## config.mk

```make
export PLATFORM = sky130hd
export DESIGN_NAME = adma_cm_irq_ctrl_flat
export DESIGN_NICKNAME = d
export VERILOG_FILES = /design/src/rtl/adma_cm_irq_ctrl_if.sv /design/src/rtl/adma_cm_irq_ctrl.sv /design/src/flat_wrapper.sv
export SDC_FILE = /design/constraint.sdc
export NUM_CORES = 1
export LEC_CHECK = 0
export ABC_CLOCK_PERIOD_IN_PS = 900
export CORE_ASPECT_RATIO = 0.8
export CORE_MARGIN = 4
export CORE_UTILIZATION = 30
export DETAILED_ROUTE_END_ITERATION = 16
export DONT_BUFFER_PORTS = 1
export PLACE_DENSITY = 0.55
export SYNTH_ARGS = -nofsm -noshare
export SYNTH_HDL_FRONTEND = slang
export SYNTH_SLANG_ARGS = --single-unit
```

## constraint.sdc

```tcl
create_clock -name clk -period 0.9 [get_ports clk]
set_input_delay 0.18 -clock clk [delete_from_list [all_inputs] [get_ports clk]]
set_output_delay 0.18 -clock clk [all_outputs]
set_load 0.01 [all_outputs]
```

## src/rtl/adma_cm_irq_ctrl_if.sv

```systemverilog
`default_nettype none
// ============================================================================
// adma_cm_irq_ctrl_if : status/register-block side signals of the DMA
//                       channel interrupt controller.          Rev 1.0
// ============================================================================
interface adma_cm_irq_ctrl_if #(
    parameter int DMA_DESC_DEPTH = 4,
    parameter int COAL_CNT_W     = 8
);
    logic [DMA_DESC_DEPTH-1:0] xfer_done;
    logic [DMA_DESC_DEPTH-1:0] irq_en;
    logic [DMA_DESC_DEPTH-1:0] irq_clr;
    logic [COAL_CNT_W-1:0]     coal_thresh;
    logic [COAL_CNT_W-1:0]     coal_timeout;
    logic [DMA_DESC_DEPTH-1:0] irq_pending;
    logic [DMA_DESC_DEPTH-1:0] xfer_done_clear;
    logic                      irq;

    modport master (
        output xfer_done, irq_en, irq_clr, coal_thresh, coal_timeout,
        input  irq_pending, xfer_done_clear, irq
    );

    modport slave (
        input  xfer_done, irq_en, irq_clr, coal_thresh, coal_timeout,
        output irq_pending, xfer_done_clear, irq
    );
endinterface
`default_nettype wire

```

## src/rtl/adma_cm_irq_ctrl.sv

```systemverilog
`default_nettype none
// ============================================================================
// adma_cm_irq_ctrl : per-channel DMA completion interrupt controller.
// Optional interrupt coalescing FSM enabled by defining ADMA_IRQ_COAL_EN.
// Rev 1.0
// ============================================================================
module adma_cm_irq_ctrl #(
    parameter int DMA_DESC_DEPTH = 4,
    parameter int COAL_CNT_W     = 8
) (
    input  wire logic            clk,
    input  wire logic            rst_n,
    adma_cm_irq_ctrl_if.slave    bus
);

    logic [DMA_DESC_DEPTH-1:0] r_done_q;
    logic [DMA_DESC_DEPTH-1:0] r_evt;
    logic [DMA_DESC_DEPTH-1:0] r_pending;
    logic [DMA_DESC_DEPTH-1:0] r_clr_q;

    // Events are registered before they reach the pending bits so that every
    // output is a pure register and done-to-pending latency is two edges.
    always_ff @(posedge clk or negedge rst_n) begin
        if (!rst_n) begin
            r_done_q  <= '0;
            r_evt     <= '0;
            r_pending <= '0;
            r_clr_q   <= '0;
        end else begin
            r_done_q  <= bus.xfer_done;
            r_evt     <= bus.xfer_done & ~r_done_q & bus.irq_en;
            r_pending <= (r_pending & ~bus.irq_clr) | r_evt;
            r_clr_q   <= bus.irq_clr;
        end
    end

    assign bus.irq_pending     = r_pending;
    assign bus.xfer_done_clear = r_clr_q;

`ifdef ADMA_IRQ_COAL_EN
    localparam int         POP_W   = $clog2(DMA_DESC_DEPTH + 1);
    localparam logic [1:0] S_IDLE  = 2'd0;
    localparam logic [1:0] S_ACCUM = 2'd1;
    localparam logic [1:0] S_FIRE  = 2'd2;

    logic [1:0]            r_state, w_state_nxt;
    logic [COAL_CNT_W-1:0] r_evt_cnt, w_evt_cnt_nxt;
    logic [COAL_CNT_W-1:0] r_timer, w_timer_nxt;
    logic [COAL_CNT_W-1:0] w_thresh_eff;
    logic [COAL_CNT_W-1:0] w_evt_base;
    logic [COAL_CNT_W-1:0] w_evt_sat;
    logic [COAL_CNT_W:0]   w_evt_sum;
    logic [POP_W-1:0]      w_evt_pop;
    logic                  w_fire_hit;
    logic                  w_irq;

    always_comb begin
        w_evt_pop = '0;
        for (int i = 0; i < DMA_DESC_DEPTH; i++) begin
            w_evt_pop = w_evt_pop + POP_W'(r_evt[i]);
        end
    end

    // Accumulate only while in a live ACCUM; every other path loads fresh.
    assign w_evt_base   = (r_state == S_ACCUM && r_pending != '0) ? r_evt_cnt : '0;
    assign w_evt_sum    = {1'b0, w_evt_base} + (COAL_CNT_W+1)'(w_evt_pop);
    assign w_evt_sat    = w_evt_sum[COAL_CNT_W] ? '1 : w_evt_sum[COAL_CNT_W-1:0];
    assign w_thresh_eff = (bus.coal_thresh == '0) ? COAL_CNT_W'(1) : bus.coal_thresh;
    assign w_fire_hit   = (r_evt_cnt >= w_thresh_eff) ||
                          ((bus.coal_timeout != '0) && (r_timer == bus.coal_timeout));

    always_ff @(posedge clk or negedge rst_n) begin
        if (!rst_n) begin
            r_state   <= S_IDLE;
            r_evt_cnt <= '0;
            r_timer   <= '0;
        end else begin
            r_state   <= w_state_nxt;
            r_evt_cnt <= w_evt_cnt_nxt;
            r_timer   <= w_timer_nxt;
        end
    end

    always_comb begin
        w_state_nxt   = r_state;
        w_evt_cnt_nxt = r_evt_cnt;
        w_timer_nxt   = r_timer;
        case (r_state)
            S_IDLE: begin
                if (r_evt != '0) begin
                    w_state_nxt   = S_ACCUM;
                    w_evt_cnt_nxt = w_evt_sat;
                    w_timer_nxt   = '0;
                end
            end
            S_ACCUM, S_FIRE: begin
                // An event racing the final clear restarts accumulation
                // instead of leaving a pending bit stranded in IDLE.
                if (r_pending == '0) begin
                    w_state_nxt   = (r_evt != '0) ? S_ACCUM : S_IDLE;
                    w_evt_cnt_nxt = w_evt_sat;
                    w_timer_nxt   = '0;
                end else if (r_state == S_ACCUM) begin
                    if (w_fire_hit) begin
                        w_state_nxt = S_FIRE;
                    end else begin
                        w_evt_cnt_nxt = w_evt_sat;
                        w_timer_nxt   = (r_timer == '1) ? r_timer : r_timer + 1'b1;
                    end
                end
            end
            default: begin
                w_state_nxt   = S_IDLE;
                w_evt_cnt_nxt = '0;
                w_timer_nxt   = '0;
            end
        endcase
    end

    always_comb begin
        w_irq = (r_state == S_FIRE);
    end

    assign bus.irq = w_irq;
`else
    logic r_irq;
    logic w_unused_coal;

    assign w_unused_coal = ^{bus.coal_thresh, bus.coal_timeout};

    always_ff @(posedge clk or negedge rst_n) begin
        if (!rst_n) begin
            r_irq <= 1'b0;
        end else begin
            r_irq <= |r_pending;
        end
    end

    assign bus.irq = r_irq;
`endif

endmodule
`default_nettype wire

```

## src/flat_wrapper.sv

```systemverilog
// flat-port wrapper written by rule: the top's interface ports become plain ports
module adma_cm_irq_ctrl_flat 
#(
    parameter int DMA_DESC_DEPTH = 4,
    parameter int COAL_CNT_W     = 8
)
  (clk, rst_n, bus_xfer_done, bus_irq_en, bus_irq_clr, bus_coal_thresh, bus_coal_timeout, bus_irq_pending, bus_xfer_done_clear, bus_irq);
  adma_cm_irq_ctrl_if #(.DMA_DESC_DEPTH(DMA_DESC_DEPTH), .COAL_CNT_W(COAL_CNT_W)) bus_i ();
  input  wire logic clk;
  input  wire logic rst_n;
  input wire logic [$bits(bus_i.xfer_done)-1:0] bus_xfer_done;
  input wire logic [$bits(bus_i.irq_en)-1:0] bus_irq_en;
  input wire logic [$bits(bus_i.irq_clr)-1:0] bus_irq_clr;
  input wire logic [$bits(bus_i.coal_thresh)-1:0] bus_coal_thresh;
  input wire logic [$bits(bus_i.coal_timeout)-1:0] bus_coal_timeout;
  output wire logic [$bits(bus_i.irq_pending)-1:0] bus_irq_pending;
  output wire logic [$bits(bus_i.xfer_done_clear)-1:0] bus_xfer_done_clear;
  output wire logic [$bits(bus_i.irq)-1:0] bus_irq;
  assign bus_i.xfer_done = bus_xfer_done;
  assign bus_i.irq_en = bus_irq_en;
  assign bus_i.irq_clr = bus_irq_clr;
  assign bus_i.coal_thresh = bus_coal_thresh;
  assign bus_i.coal_timeout = bus_coal_timeout;
  assign bus_irq_pending = bus_i.irq_pending;
  assign bus_xfer_done_clear = bus_i.xfer_done_clear;
  assign bus_irq = bus_i.irq;
  adma_cm_irq_ctrl #(.DMA_DESC_DEPTH(DMA_DESC_DEPTH), .COAL_CNT_W(COAL_CNT_W)) u_core (.clk(clk), .rst_n(rst_n), .bus(bus_i));
endmodule
```

Word level (Yosys, flattened, before mapping)
Cells that the tools add are included.

Bits in registers: 17. Input port bits: 30. Output and inout port bits: 9. Word-level logic and storage cells: 12.

Bitwise gates (word level): 6. Reductions and logical operators: 1.

Operators with widths (count): 4-bit AND (3); 4-bit inverter (2); 4-bit OR (1); 4-bit OR reduction (1).

Longest topological paths before layout
Word-level depth: 3. Mapped depth: 2. Mapped depth without buffers: 2.

Worst setup path after synthesis
Ideal clock, no wire load.

Kind: flip-flop to flip-flop. Start: register u_core.r_pending[2] (netlist: u_core.bus.irq_pending[2]). End: register u_core.r_irq (netlist: u_core.bus.irq). Library setup time: 0.139 ns. Arrival time: 0.903 ns. Data required time: 0.761 ns. Path slack: -0.142 ns. Stages on the path, launching flop included: 2. Path buffers: 0. Clock period less this slack: 1.042 ns. Path through: dfrtp_1 > or4_1.

Longest elaborated chain between the ends: 1.

Ends and longest elaborated chain: start, declared (RTL line adma_cm_irq_ctrl.sv:18) `logic [DMA_DESC_DEPTH-1:0] r_pending;`; start signal, assigned (RTL line adma_cm_irq_ctrl.sv:32) `r_pending <= (r_pending & ~bus.irq_clr) | r_evt;`; 4-bit OR reduction (RTL line adma_cm_irq_ctrl.sv:135) `r_irq <= |r_pending;`; end signal, assigned (RTL line adma_cm_irq_ctrl.sv:135); end, declared (RTL line adma_cm_irq_ctrl.sv:126) `logic r_irq;`.

No other way between the ends.

Final worst setup path
Same ends and word-level chain as after synthesis.

==> report_table.html <==
<table>
<tr><th>Metric</th><th>Value</th></tr>
<tr><th colspan="2">Setup path</th></tr>
<tr><td>List of cells traversed by the critical path</td><td>or4_4</td></tr>
<tr><td>Data arrival time of the critical path</td><td>1.20 ns</td></tr>
<tr><td>Sort of element at the start of the critical path</td><td>flip-flop</td></tr>
<tr><td>Worst path buffer plus inverter count</td><td>0</td></tr>
<tr><td>Setup crit end kind</td><td>flip-flop</td></tr>
<tr><td>WP data required</td><td>1.06 ns</td></tr>
<tr><td>Cell type of the slowest stage on the worst timing path</td><td>sky130_fd_sc_hd__or4_4</td></tr>
<tr><td>Top delay family on crit path</td><td>simple AND/OR/NAND/NOR gates</td></tr>
<tr><td>Path type of the worst setup path</td><td>reg2reg</td></tr>
<tr><td>Slowest cell delay on critical path</td><td>0.53 ns</td></tr>
<tr><td>CP max FO</td><td>2</td></tr>
<tr><th colspan="2">CTS</th></tr>
<tr><td>Clock transition at path regs</td><td>0.10 ns</td></tr>
<tr><td>TritonCTS clock tree</td><td>yes</td></tr>
<tr><td>Max Buffers Root-to-Sink</td><td>2</td></tr>
<tr><td>Clock Sink Count</td><td>17</td></tr>
<tr><td>TritonCTS Buffers</td><td>3</td></tr>
<tr><td>H-tree depth</td><td>1</td></tr>
<tr><td>Root buf cell</td><td>sky130_fd_sc_hd__clkbuf_4</td></tr>
<tr><td>Clock insertion delay at the later pin of the skew report</td><td>0.28 ns</td></tr>
<tr><th colspan="2">Route</th></tr>
<tr><td>Met3 wire length</td><td>77 microns</td></tr>
<tr><td>Sum of routed wire length over all layers</td><td>946 microns</td></tr>
<tr><td>Final routed DRC violation total</td><td>0</td></tr>
<tr><td>Via density per instance</td><td>4.32</td></tr>
<tr><td>Uppermost layer routed</td><td>met4</td></tr>
<tr><td>Wire per inst</td><td>13.1 microns</td></tr>
<tr><td>Metal1 wirelength</td><td>336 microns</td></tr>
<tr><td>Starting DRT DRC Count</td><td>1</td></tr>
<tr><td>Remaining antenna violation count</td><td>0</td></tr>
<tr><td>Met2 WL post-DR</td><td>516 microns</td></tr>
<tr><td>Number of detailed-route iterations in the first pass</td><td>2</td></tr>
<tr><td>Via count of the routed design</td><td>311</td></tr>
<tr><th colspan="2">GRT</th></tr>
<tr><td>First-pass GRT wire length</td><td>1440 microns</td></tr>
<tr><td>Pin count of the biggest net entering global routing</td><td>18</td></tr>
<tr><td>Vias in the first global route</td><td>342</td></tr>
<tr><td>Residual overflow from global routing</td><td>0</td></tr>
<tr><td>Total routing usage reported by global routing</td><td>8.93%</td></tr>
<tr><td>Initial antenna violation count</td><td>0</td></tr>
<tr><th colspan="2">Hold path</th></tr>
<tr><td>Worst hold-check path type</td><td>in2async</td></tr>
<tr><th colspan="2">Timing</th></tr>
<tr><td>Fin worst setup slack</td><td>-0.144 ns</td></tr>
<tr><td>Hold Fails Final Rpt</td><td>0</td></tr>
<tr><td>Achievable Freq</td><td>958 MHz</td></tr>
<tr><td>Actual slew at the worst max-slew pin</td><td>0.713 ns</td></tr>
<tr><td>Headroom to the max-slew limit</td><td>52.5%</td></tr>
<tr><td>Slew Limit Fails</td><td>0</td></tr>
<tr><td>Setup TNS</td><td>-0.520 ns</td></tr>
<tr><td>Final Cycle Share</td><td>116%</td></tr>
<tr><td>Final Critical Period</td><td>1.04 ns</td></tr>
<tr><td># setup viols final</td><td>5</td></tr>
<tr><td>Final hold slack</td><td>0.00862 ns</td></tr>
<tr><td>Final setup skew</td><td>0.00126 ns</td></tr>
<tr><td>RSZ-0062 raised after global routing</td><td>yes</td></tr>
<tr><th colspan="2">Cells and area</th></tr>
<tr><td>Area growth from synthesis to final layout</td><td>39.6%</td></tr>
<tr><td>Share of post-route cells with drive strength above 1</td><td>20.0%</td></tr>
<tr><td>Post-route design area</td><td>714 sq um</td></tr>
<tr><td>Core occupancy in the finished layout</td><td>43.9%</td></tr>
<tr><td>Count of nets after finishing</td><td>81</td></tr>
<tr><td>Fill cell total of the finished layout</td><td>159</td></tr>
<tr><td>Reg area</td><td>425 sq um</td></tr>
<tr><td>Combined area of the multi-input logic cells</td><td>75.1 sq um</td></tr>
<tr><td>Non-Filler Instances</td><td>72</td></tr>
<tr><td>N_diodes</td><td>0</td></tr>
<tr><th colspan="2">Floorplanning</th></tr>
<tr><td>Number of top-level design ports</td><td>39</td></tr>
<tr><td>Area of the die</td><td>2430 sq um</td></tr>
<tr><td>Vert. Die Dim</td><td>44.9 microns</td></tr>
<tr><td>Die width</td><td>54.2 microns</td></tr>
<tr><td>Initial Util</td><td>31.5%</td></tr>
<tr><td>Rows</td><td>13</td></tr>
<tr><td>Area of the core</td><td>1630 sq um</td></tr>
<tr><th colspan="2">Power</th></tr>
<tr><td>Total Power</td><td>1.35 mW</td></tr>
<tr><td>Power density over the cells</td><td>1890 nW/um^2</td></tr>
<tr><td>Largest voltage drop on the vdd net</td><td>0.000535 V</td></tr>
<tr><td>Leakage Power</td><td>0.385 nW</td></tr>
<tr><th colspan="2">Synth</th></tr>
<tr><td>Sequential share of the synthesized area</td><td>83.1%</td></tr>
<tr><td>Seq cells post-synth</td><td>17</td></tr>
<tr><td>Number of nets produced by synthesis</td><td>62</td></tr>
<tr><td>Count of mapped cells out of synthesis</td><td>32</td></tr>
<tr><td>Yosys warns</td><td>0</td></tr>
<tr><td>Cell area after synthesis</td><td>512 sq um</td></tr>
<tr><td>Avg Synthesized Cell Area</td><td>16.0 sq um</td></tr>
<tr><td>Distinct cell type count of the synthesized netlist</td><td>8</td></tr>
<tr><th colspan="2">Place</th></tr>
<tr><td>Worst setup slack after placement</td><td>-0.131 ns</td></tr>
<tr><td>Number of instances in the placed design</td><td>58</td></tr>
<tr><td>Port buffer count</td><td>0</td></tr>
<tr><td>Instance area at placement</td><td>569 sq um</td></tr>
<tr><td>GP Congestion</td><td>0.609</td></tr>
<tr><th colspan="2">Run status</th></tr>
<tr><td>Outcome</td><td>finished, violations left</td></tr>
<tr><td>Violations in the final reports</td><td>negative setup slack</td></tr>
<tr><th colspan="2">Run</th></tr>
<tr><td>Max Cap Violations</td><td>0</td></tr>
</table>
-- logic make-up after synthesis --
| group | Yosys count | share of synthesized area [%] |
|---|---|---|
| DFF | 17 | 83.1 |
| buffers and inverters | 4 | 2.93 |
| and+or+nand+nor | 7 | 7.83 |
| AOI/OAI and AO/OA | 4 | 6.11 |
-- layout by cell type (no fill, tap or decap), drive strengths merged --
| cell type | n |
|---|---|
| inv | 4 |
| clkinv | 1 |
| dfrtp | 17 |
| nand2 | 2 |
| nor2 | 2 |
| a21o | 4 |
| clkbuf | 3 |
| dlygate4sd3 | 9 |
| dlymetal6s4s | 1 |
| buf | 4 |
| and3b | 2 |
| or4 | 1 |
-- sequential cells by signal (all words and copies together) (netlist names) --
signal,flops
u_core.r_evt,4
u_core.bus.xfer_done_clear,4
u_core.r_done_q,4
u_core.bus.irq,1
u_core.bus.irq_pending,4
-- cells in the mapped netlist --
cell                      count  area (sq um)
sky130_fd_sc_hd__a21o_1       3          22.5
sky130_fd_sc_hd__a21o_2       1          8.76
sky130_fd_sc_hd__and3b_1      2          17.5
sky130_fd_sc_hd__dfrtp_1     17           425
sky130_fd_sc_hd__inv_1        4          15.0
sky130_fd_sc_hd__nand2_1      2          7.51
sky130_fd_sc_hd__nor2_1       2          7.51
sky130_fd_sc_hd__or4_1        1          7.51
-- power breakdown --
| part | internal, mW | leakage [nW] | switching (mW) |
|---|---|---|---|
| clock network | 0.165 | 0.0177 | 0.225 |
| registers | 0.809 | 0.210 | 0.0285 |
| logic | 0.0759 | 0.157 | 0.0473 |
-- final timing paths --
check / startpoint / end / slack, ns / cells past startpoint
max: u_core.bus.irq_pending[2]$_DFF_PN0_ / u_core.bus.irq$_DFF_PN0_ / -0.14 / 1
min: rst_n / u_core.r_evt[1]$_DFF_PN0_ / 0.009 / 1
max reg2reg: u_core.bus.irq_pending[2]$_DFF_PN0_ / u_core.bus.irq$_DFF_PN0_ / -0.14 / 1
min reg2reg: u_core.r_done_q[3]$_DFF_PN0_ / u_core.r_evt[3]$_DFF_PN0_ / 0.40 / 1
max in group asynchronous: rst_n / u_core.r_done_q[3]$_DFF_PN0_ / 0.45 / 1
min in group clk: bus_xfer_done[3] / u_core.r_evt[3]$_DFF_PN0_ / 0.02 / 2
-- what timing repair did --
item                       in CTS  in global routing
cloned                          0                  0
hold endpoints to repair       26                  0
setup buffers                   0                  0
gates resized for setup         2                  3
pin swaps                       0                  0
setup endpoints to repair       5                 25
hold buffers                   10                  0
-- metal layers --
metal	vias up	track usage, %
met5	-	0
met4	0	7.46
met3	2	2.97
met2	15	15.3
met1	154	8.53
li1	140	-
-- cell type report --
class | count | area share, %
tap | 22 | 3.85
timing repair buffer | 14 | 20.1
inverter | 4 | 2.10
clock inverter | 1 | 0.701
sequential | 17 | 59.5
clock buffer | 3 | 3.15
multi-input combinational | 11 | 10.5
(Power assumes the default switching activity.)
